--- src/rtl/matrix_pkg.sv ---
// Shared definitions for the matrix-builder memory arbiter.
//   state_e      : arbiter FSM encoding (Idle/Burst/Drain/Done)
//   DefWidth/Addr: default memory data/address widths
//   idx_width()  : bits needed for a requester index
//   tag_width()  : width of one read-tag record {valid, owner}
package matrix_pkg;

  typedef enum logic [1:0] {
    StIdle  = 2'b00,
    StBurst = 2'b01,
    StDrain = 2'b10,
    StDone  = 2'b11
  } state_e;

  localparam int unsigned DefWidth = 16;
  localparam int unsigned DefAddr  = 8;

  function automatic int unsigned idx_width(input int unsigned nreq);
    return (nreq > 1) ? $clog2(nreq) : 1;
  endfunction

  // One tag-pipeline stage: valid bit on top, owner index below.
  function automatic int unsigned tag_width(input int unsigned nreq);
    return 1 + idx_width(nreq);
  endfunction

endpackage

--- src/rtl/matrix_mem_arbiter_rr_pick.sv ---
// Combinational rotate-priority encoder.
//   req_i : request vector
//   ptr_i : index with highest priority; search proceeds upward modulo NREQ
//   any_o : at least one request is set
//   idx_o : first set request found starting at ptr_i
module rr_pick #(
  parameter int unsigned NREQ = 4,
  parameter int unsigned IdxW = 2
) (
  input  logic [NREQ-1:0] req_i,
  input  logic [IdxW-1:0] ptr_i,
  output logic            any_o,
  output logic [IdxW-1:0] idx_o
);

  logic [2*NREQ-1:0] dbl;
  logic [NREQ-1:0]   rot;

  // Rotating right by ptr_i puts the highest-priority requester at bit 0.
  assign dbl   = {req_i, req_i};
  assign rot   = NREQ'(dbl >> ptr_i);
  assign any_o = |req_i;

  always_comb begin
    idx_o = '0;
    // Walk downward so the lowest offset (closest to ptr_i) is assigned last and wins.
    for (int off = NREQ - 1; off >= 0; off--) begin
      if (rot[off]) idx_o = IdxW'((int'(ptr_i) + off) % NREQ);
    end
  end

endmodule

--- src/rtl/matrix_mem_arbiter.sv ---
// Round-robin burst arbiter sharing one memory read port between NREQ engines.
//   clk, rst_n          : clock, async active-low reset
//   req/req_base/req_len: per-requester burst request, base address, length (packed slices)
//   gnt, done           : one-hot grant held over the burst, one-cycle end-of-burst pulse
//   mem_rd/mem_addr     : memory read strobe and address
//   mem_data            : memory read data, RD_LAT cycles after mem_rd
//   rsp_valid/rsp_data  : one-hot response owner, data pass-through
//   busy                : FSM not idle
module matrix_mem_arbiter
  import matrix_pkg::*;
#(
  parameter int unsigned NREQ   = 4,
  parameter int unsigned WIDTH  = DefWidth,
  parameter int unsigned ADDR   = DefAddr,
  parameter int unsigned LEN_W  = 8,
  parameter int unsigned RD_LAT = 1
) (
  input  logic                  clk,
  input  logic                  rst_n,
  input  logic [NREQ-1:0]       req,
  input  logic [NREQ*ADDR-1:0]  req_base,
  input  logic [NREQ*LEN_W-1:0] req_len,
  output logic [NREQ-1:0]       gnt,
  output logic [NREQ-1:0]       done,
  output logic                  mem_rd,
  output logic [ADDR-1:0]       mem_addr,
  input  logic [WIDTH-1:0]      mem_data,
  output logic [NREQ-1:0]       rsp_valid,
  output logic [WIDTH-1:0]      rsp_data,
  output logic                  busy
);

  localparam int unsigned IdxW = idx_width(NREQ);
  localparam int unsigned TagW = tag_width(NREQ);
  localparam int unsigned LatW = $clog2(RD_LAT + 1);

  state_e           state_q;
  logic [IdxW-1:0]  owner_q, rr_q;
  logic [LEN_W-1:0] len_q, cnt_q;
  logic [LatW-1:0]  dcnt_q;
  logic [NREQ-1:0]  gnt_q, done_q;
  logic             mem_rd_q, busy_q;
  logic [ADDR-1:0]  mem_addr_q;

  logic [RD_LAT-1:0][TagW-1:0] tag_q;

  logic             pick_any;
  logic [IdxW-1:0]  pick_idx;
  logic [ADDR-1:0]  pick_base;
  logic [LEN_W-1:0] pick_len;
  logic [NREQ-1:0]  pick_oh;

  rr_pick #(
    .NREQ (NREQ),
    .IdxW (IdxW)
  ) u_rr_pick (
    .req_i (req),
    .ptr_i (rr_q),
    .any_o (pick_any),
    .idx_o (pick_idx)
  );

  // Mux the winner's base/length; constant indices keep the slices simple.
  always_comb begin
    pick_base = '0;
    pick_len  = '0;
    pick_oh   = '0;
    for (int i = 0; i < NREQ; i++) begin
      if (pick_idx == IdxW'(i)) begin
        pick_base  = req_base[i*ADDR +: ADDR];
        pick_len   = req_len[i*LEN_W +: LEN_W];
        pick_oh[i] = 1'b1;
      end
    end
  end

  always_ff @(posedge clk or negedge rst_n) begin
    if (!rst_n) begin
      state_q    <= StIdle;
      owner_q    <= '0;
      rr_q       <= '0;
      len_q      <= '0;
      cnt_q      <= '0;
      dcnt_q     <= '0;
      gnt_q      <= '0;
      done_q     <= '0;
      mem_rd_q   <= 1'b0;
      mem_addr_q <= '0;
      busy_q     <= 1'b0;
    end else begin
      done_q <= '0;
      unique case (state_q)
        StIdle: begin
          if (pick_any) begin
            owner_q    <= pick_idx;
            len_q      <= pick_len;
            cnt_q      <= '0;
            mem_addr_q <= pick_base;
            gnt_q      <= pick_oh;
            busy_q     <= 1'b1;
            if (pick_len != '0) begin
              state_q  <= StBurst;
              mem_rd_q <= 1'b1;
            end else begin
              state_q <= StDone;
              done_q  <= pick_oh;
            end
          end
        end
        StBurst: begin
          // cnt_q is the index of the read currently on the bus.
          if (cnt_q == len_q - LEN_W'(1)) begin
            mem_rd_q <= 1'b0;
            dcnt_q   <= '0;
            state_q  <= StDrain;
          end else begin
            cnt_q      <= cnt_q + LEN_W'(1);
            mem_addr_q <= mem_addr_q + ADDR'(1);
          end
        end
        StDrain: begin
          if (dcnt_q == LatW'(RD_LAT - 1)) begin
            state_q <= StDone;
            done_q  <= gnt_q;
          end else begin
            dcnt_q <= dcnt_q + LatW'(1);
          end
        end
        StDone: begin
          rr_q    <= (owner_q == IdxW'(NREQ - 1)) ? '0 : owner_q + IdxW'(1);
          gnt_q   <= '0;
          busy_q  <= 1'b0;
          state_q <= StIdle;
        end
        default: state_q <= StIdle;
      endcase
    end
  end

  // Read tags travel alongside the memory latency so data is routed without
  // depending on the (possibly already changed) FSM owner.
  always_ff @(posedge clk or negedge rst_n) begin
    if (!rst_n) begin
      tag_q <= '0;
    end else begin
      tag_q[0] <= {mem_rd_q, owner_q};
      for (int i = 1; i < RD_LAT; i++) begin
        tag_q[i] <= tag_q[i-1];
      end
    end
  end

  always_comb begin
    rsp_valid = '0;
    for (int i = 0; i < NREQ; i++) begin
      rsp_valid[i] = tag_q[RD_LAT-1][TagW-1] && (tag_q[RD_LAT-1][IdxW-1:0] == IdxW'(i));
    end
  end

  assign rsp_data = mem_data;
  assign gnt      = gnt_q;
  assign done     = done_q;
  assign mem_rd   = mem_rd_q;
  assign mem_addr = mem_addr_q;
  assign busy     = busy_q;

endmodule

--- config.mk ---
export PLATFORM = sky130hd
export DESIGN_NAME = matrix_mem_arbiter
export DESIGN_NICKNAME = d
export VERILOG_FILES = /design/src/rtl/matrix_pkg.sv /design/src/rtl/matrix_mem_arbiter_rr_pick.sv /design/src/rtl/matrix_mem_arbiter.sv
export SDC_FILE = /design/constraint.sdc
export NUM_CORES = 1
export LEC_CHECK = 0
export ABC_AREA = 1
export BUFFER_PORTS_ARGS = -buffer_cell sky130_fd_sc_hd__buf_2
export CORE_ASPECT_RATIO = 1.75
export CORE_MARGIN = 2
export CORE_UTILIZATION = 50
export DETAILED_ROUTE_END_ITERATION = 7
export PLACE_DENSITY = 0.92
export SLEW_MARGIN = 10
export SYNTH_ARGS = -nofsm -noshare
export SYNTH_HDL_FRONTEND = slang
export SYNTH_SLANG_ARGS = --single-unit
--- constraint.sdc ---
create_clock -name clk -period 4 [get_ports clk]
set_clock_uncertainty 0.1 [all_clocks]
set_input_delay 0.2 -clock clk [delete_from_list [all_inputs] [get_ports clk]]
set_output_delay 0.2 -clock clk [all_outputs]
set_load 0.01 [all_outputs]
==> out/metrics.cfg <==
[run_status]
outcome=completed

[global_route]
grt_max_degree=44
antenna_found_initial=0
grt_pass1_wl_microns=13700
overflow=0
grt_pass1_vias=3135
gr-usage-all-layers=0.244

[cts]
htreeDepth=2
cts_root_buf=clkbuf_8
cts_buffer_depth=2
numCtsBuffers=5
cts_tree=built
numClockSinks=43
path_clk_slew_ns=0.09
clk_latency_ns=0.30

[logic_synthesis]
synth_seq_cells=43
synth_top_cell_area_share=0.338
ys_top_cells_by_area=dfrtp_1, nand2_1, nand3_1
syn_inst=440
syn_area_per_cell_sq_um=7.23
syn_nets=534
synth_edf_count=0
syn_area_sq_mm=0.00318
synth_commonest_cells=nand2_1, nand3_1, inv_1, dfrtp_1, nor2_1
synth_most_common_cell=nand2_1
synth-async-reset-ratio=1.00
synth-seq-area-share=0.338
synth_top_area_cell=dfrtp_1
yosys_warnings=0
synth_top_flop_cell=dfrtp_1
synthDistinctLibCells=38

[floorplan]
die_w_microns=64.3
core-area_sq_mm=0.00618
row_count=38
ioPinCount=124
die_h_microns=110
die_area_sq_mm=0.00704
start_util=0.515

[place]
port_buffers=91
dp_hpwl_microns=6210
placed_area_sq_mm=0.00351
gp_congestion=0.938

[detailed_routing]
wl_microns=8200
drtPass1Iterations=5
wl_per_cell_microns=13.9
viasPerCell=5.42
via_count=3187
drtIter0Drc=238
antenna_left=0
drcViolationCount=0

[sta]
fmaxAchievable_ghz=0.345
timing.final.crit_share=0.725
hold_viol_final=0
drv_slew=0
period_minus_slack_ns=2.90
rsz0062_at_grt=no
finalSetupViolCount=0
tns_ns=0
worst_pin_slew_ns=0.946
max-slew-margin-rel=0.369

[hold_path]
hold_class=in -> reg
worstHoldEndpoint=mem_addr[1]
whs_path_depth=3
hold_start=req_base[25]

[critical_path]
r2r_slack_ns=1.10
crit_path_start_kind=register
cp_max_fo=16
r2r_start=rr_q[0]
r2r.worst_path.cells=18
cp-end-kind=register
reg2reg_to=mem_rd
critical_path_class=reg -> reg
worstPathRequired_ns=4.10
cp.arrival_ns=3.00

[power]
peakVddDrop_uv=611
power.total_uw=3370
p_leak_uw=0.00192
power.density_mw_per_mm2=923

[layout]
drive_above_1_share=0.252
nets=601
area_growth_pct=14.7
fin_area_sq_mm=0.00365
num_antenna_cells=0
fillers=583

[flow_run]
drv_cap=0

==> metrics by stage <==
step           hold slack, ns  setup slack [ns]  std cells   util
2_1_floorplan          -0.196              1.83        440      -
3_3_place_gp            0.273              1.20        579  0.568
3_5_place_dp            0.285              1.13        579  0.568
4_1_cts                 0.111              1.11        588  0.591
5_1_grt                 0.136             0.635        588  0.591
6_report               0.0984              1.10        588  0.591
==> layout make-up <==
| type | count | area, sq um | area share |
|---|---|---|---|
| clock buffer | 6 | 72.6 | 0.0199 |
| clock inverter | 2 | 60.1 | 0.0164 |
| inverter | 54 | 208 | 0.0569 |
| multi-input combinational | 311 | 1670 | 0.457 |
| sequential | 43 | 1080 | 0.295 |
| tap | 80 | 100 | 0.0274 |
| timing repair buffer | 92 | 465 | 0.127 |
==> worst max-delay path by stage <==
stage,from,end,cells after the start
after floorplan,rr_q[0],mem_rd,22
after global placement,rr_q[0],done[3],16
after detailed placement,rr_q[0],mem_rd,19
after CTS,rr_q[0],mem_rd,19
after global routing,len_q[0],cnt_q[5],14
final,rr_q[0],mem_rd,18
==> repair_timing <==
item                      CTS  global route
setup buffers               0             0
hold buffers                1             0
hold endpoints to repair   43             0
resized for setup           0             0
==> critical path, stage by stage, from the launching register on <==
cell and delay (ns):
dfrtp_1 0.62, inv_6 0.07, nand2_2 0.09, nand3_2 0.07, nand2_1 0.12, and2_4 0.16, nand2_4 0.06, a21oi_2 0.64
nand3_1 0.17, nand3_1 0.14, nor2_1 0.06, nand2_1 0.08, nor2_2 0.05, nand2_1 0.06, nand2_1 0.06, nand2_1 0.08
nand2_1 0.05, nand2_1 0.05, nand2_1 0.04
==> cell usage in the layout, fill, tap and decap left out, types with 4 or more instances in the layout <==
cell and n:
nor3_1 11, o21ai_0 28, ha_1 8, dfrtp_1 43
inv_1 47, xor2_1 10, a22oi_1 5, nor2_1 38
buf_2 91, xnor2_1 4, inv_2 5, clkbuf_8 5
o22ai_1 8, nand2_1 88, nand3_1 50, nand2_4 6
nand4_1 15, nand2_2 7, a21oi_1 10
==> per-layer routing <==
metal	up-vias	track usage	routed length, microns
li1	1561	-	-
met1	1497	0.263	3000
met2	102	0.458	4610
met3	27	0.0358	378
met4	0	0.117	212
met5	-	0	0
==> registers in the layout, summed over array words and instances, names as in the netlist, 3 cells and up <==
| register | cells |
|---|---|
| cnt_q | 8 |
| len_q | 8 |
| mem_addr | 8 |
| done | 4 |
| gnt | 4 |
| tag_q | 3 |
==> report_power, final <==
group | total, uW | switching [uW] | internal [uW]
sequential | 775 | 164 | 611
clock | 405 | 156 | 250
combinational | 2190 | 1470 | 721
total | 3370 | 1790 | 1580
==> cells by family after synthesis <==
logic type | after synthesis | synth area share
buf+inv | 86 | 0.137
xor+xnor | 14 | 0.0385
fa+ha+maj | 8 | 0.0315
simple gates | 232 | 0.353
flops | 43 | 0.338
compound gates | 57 | 0.102
(Power assumes the default switching activity.)
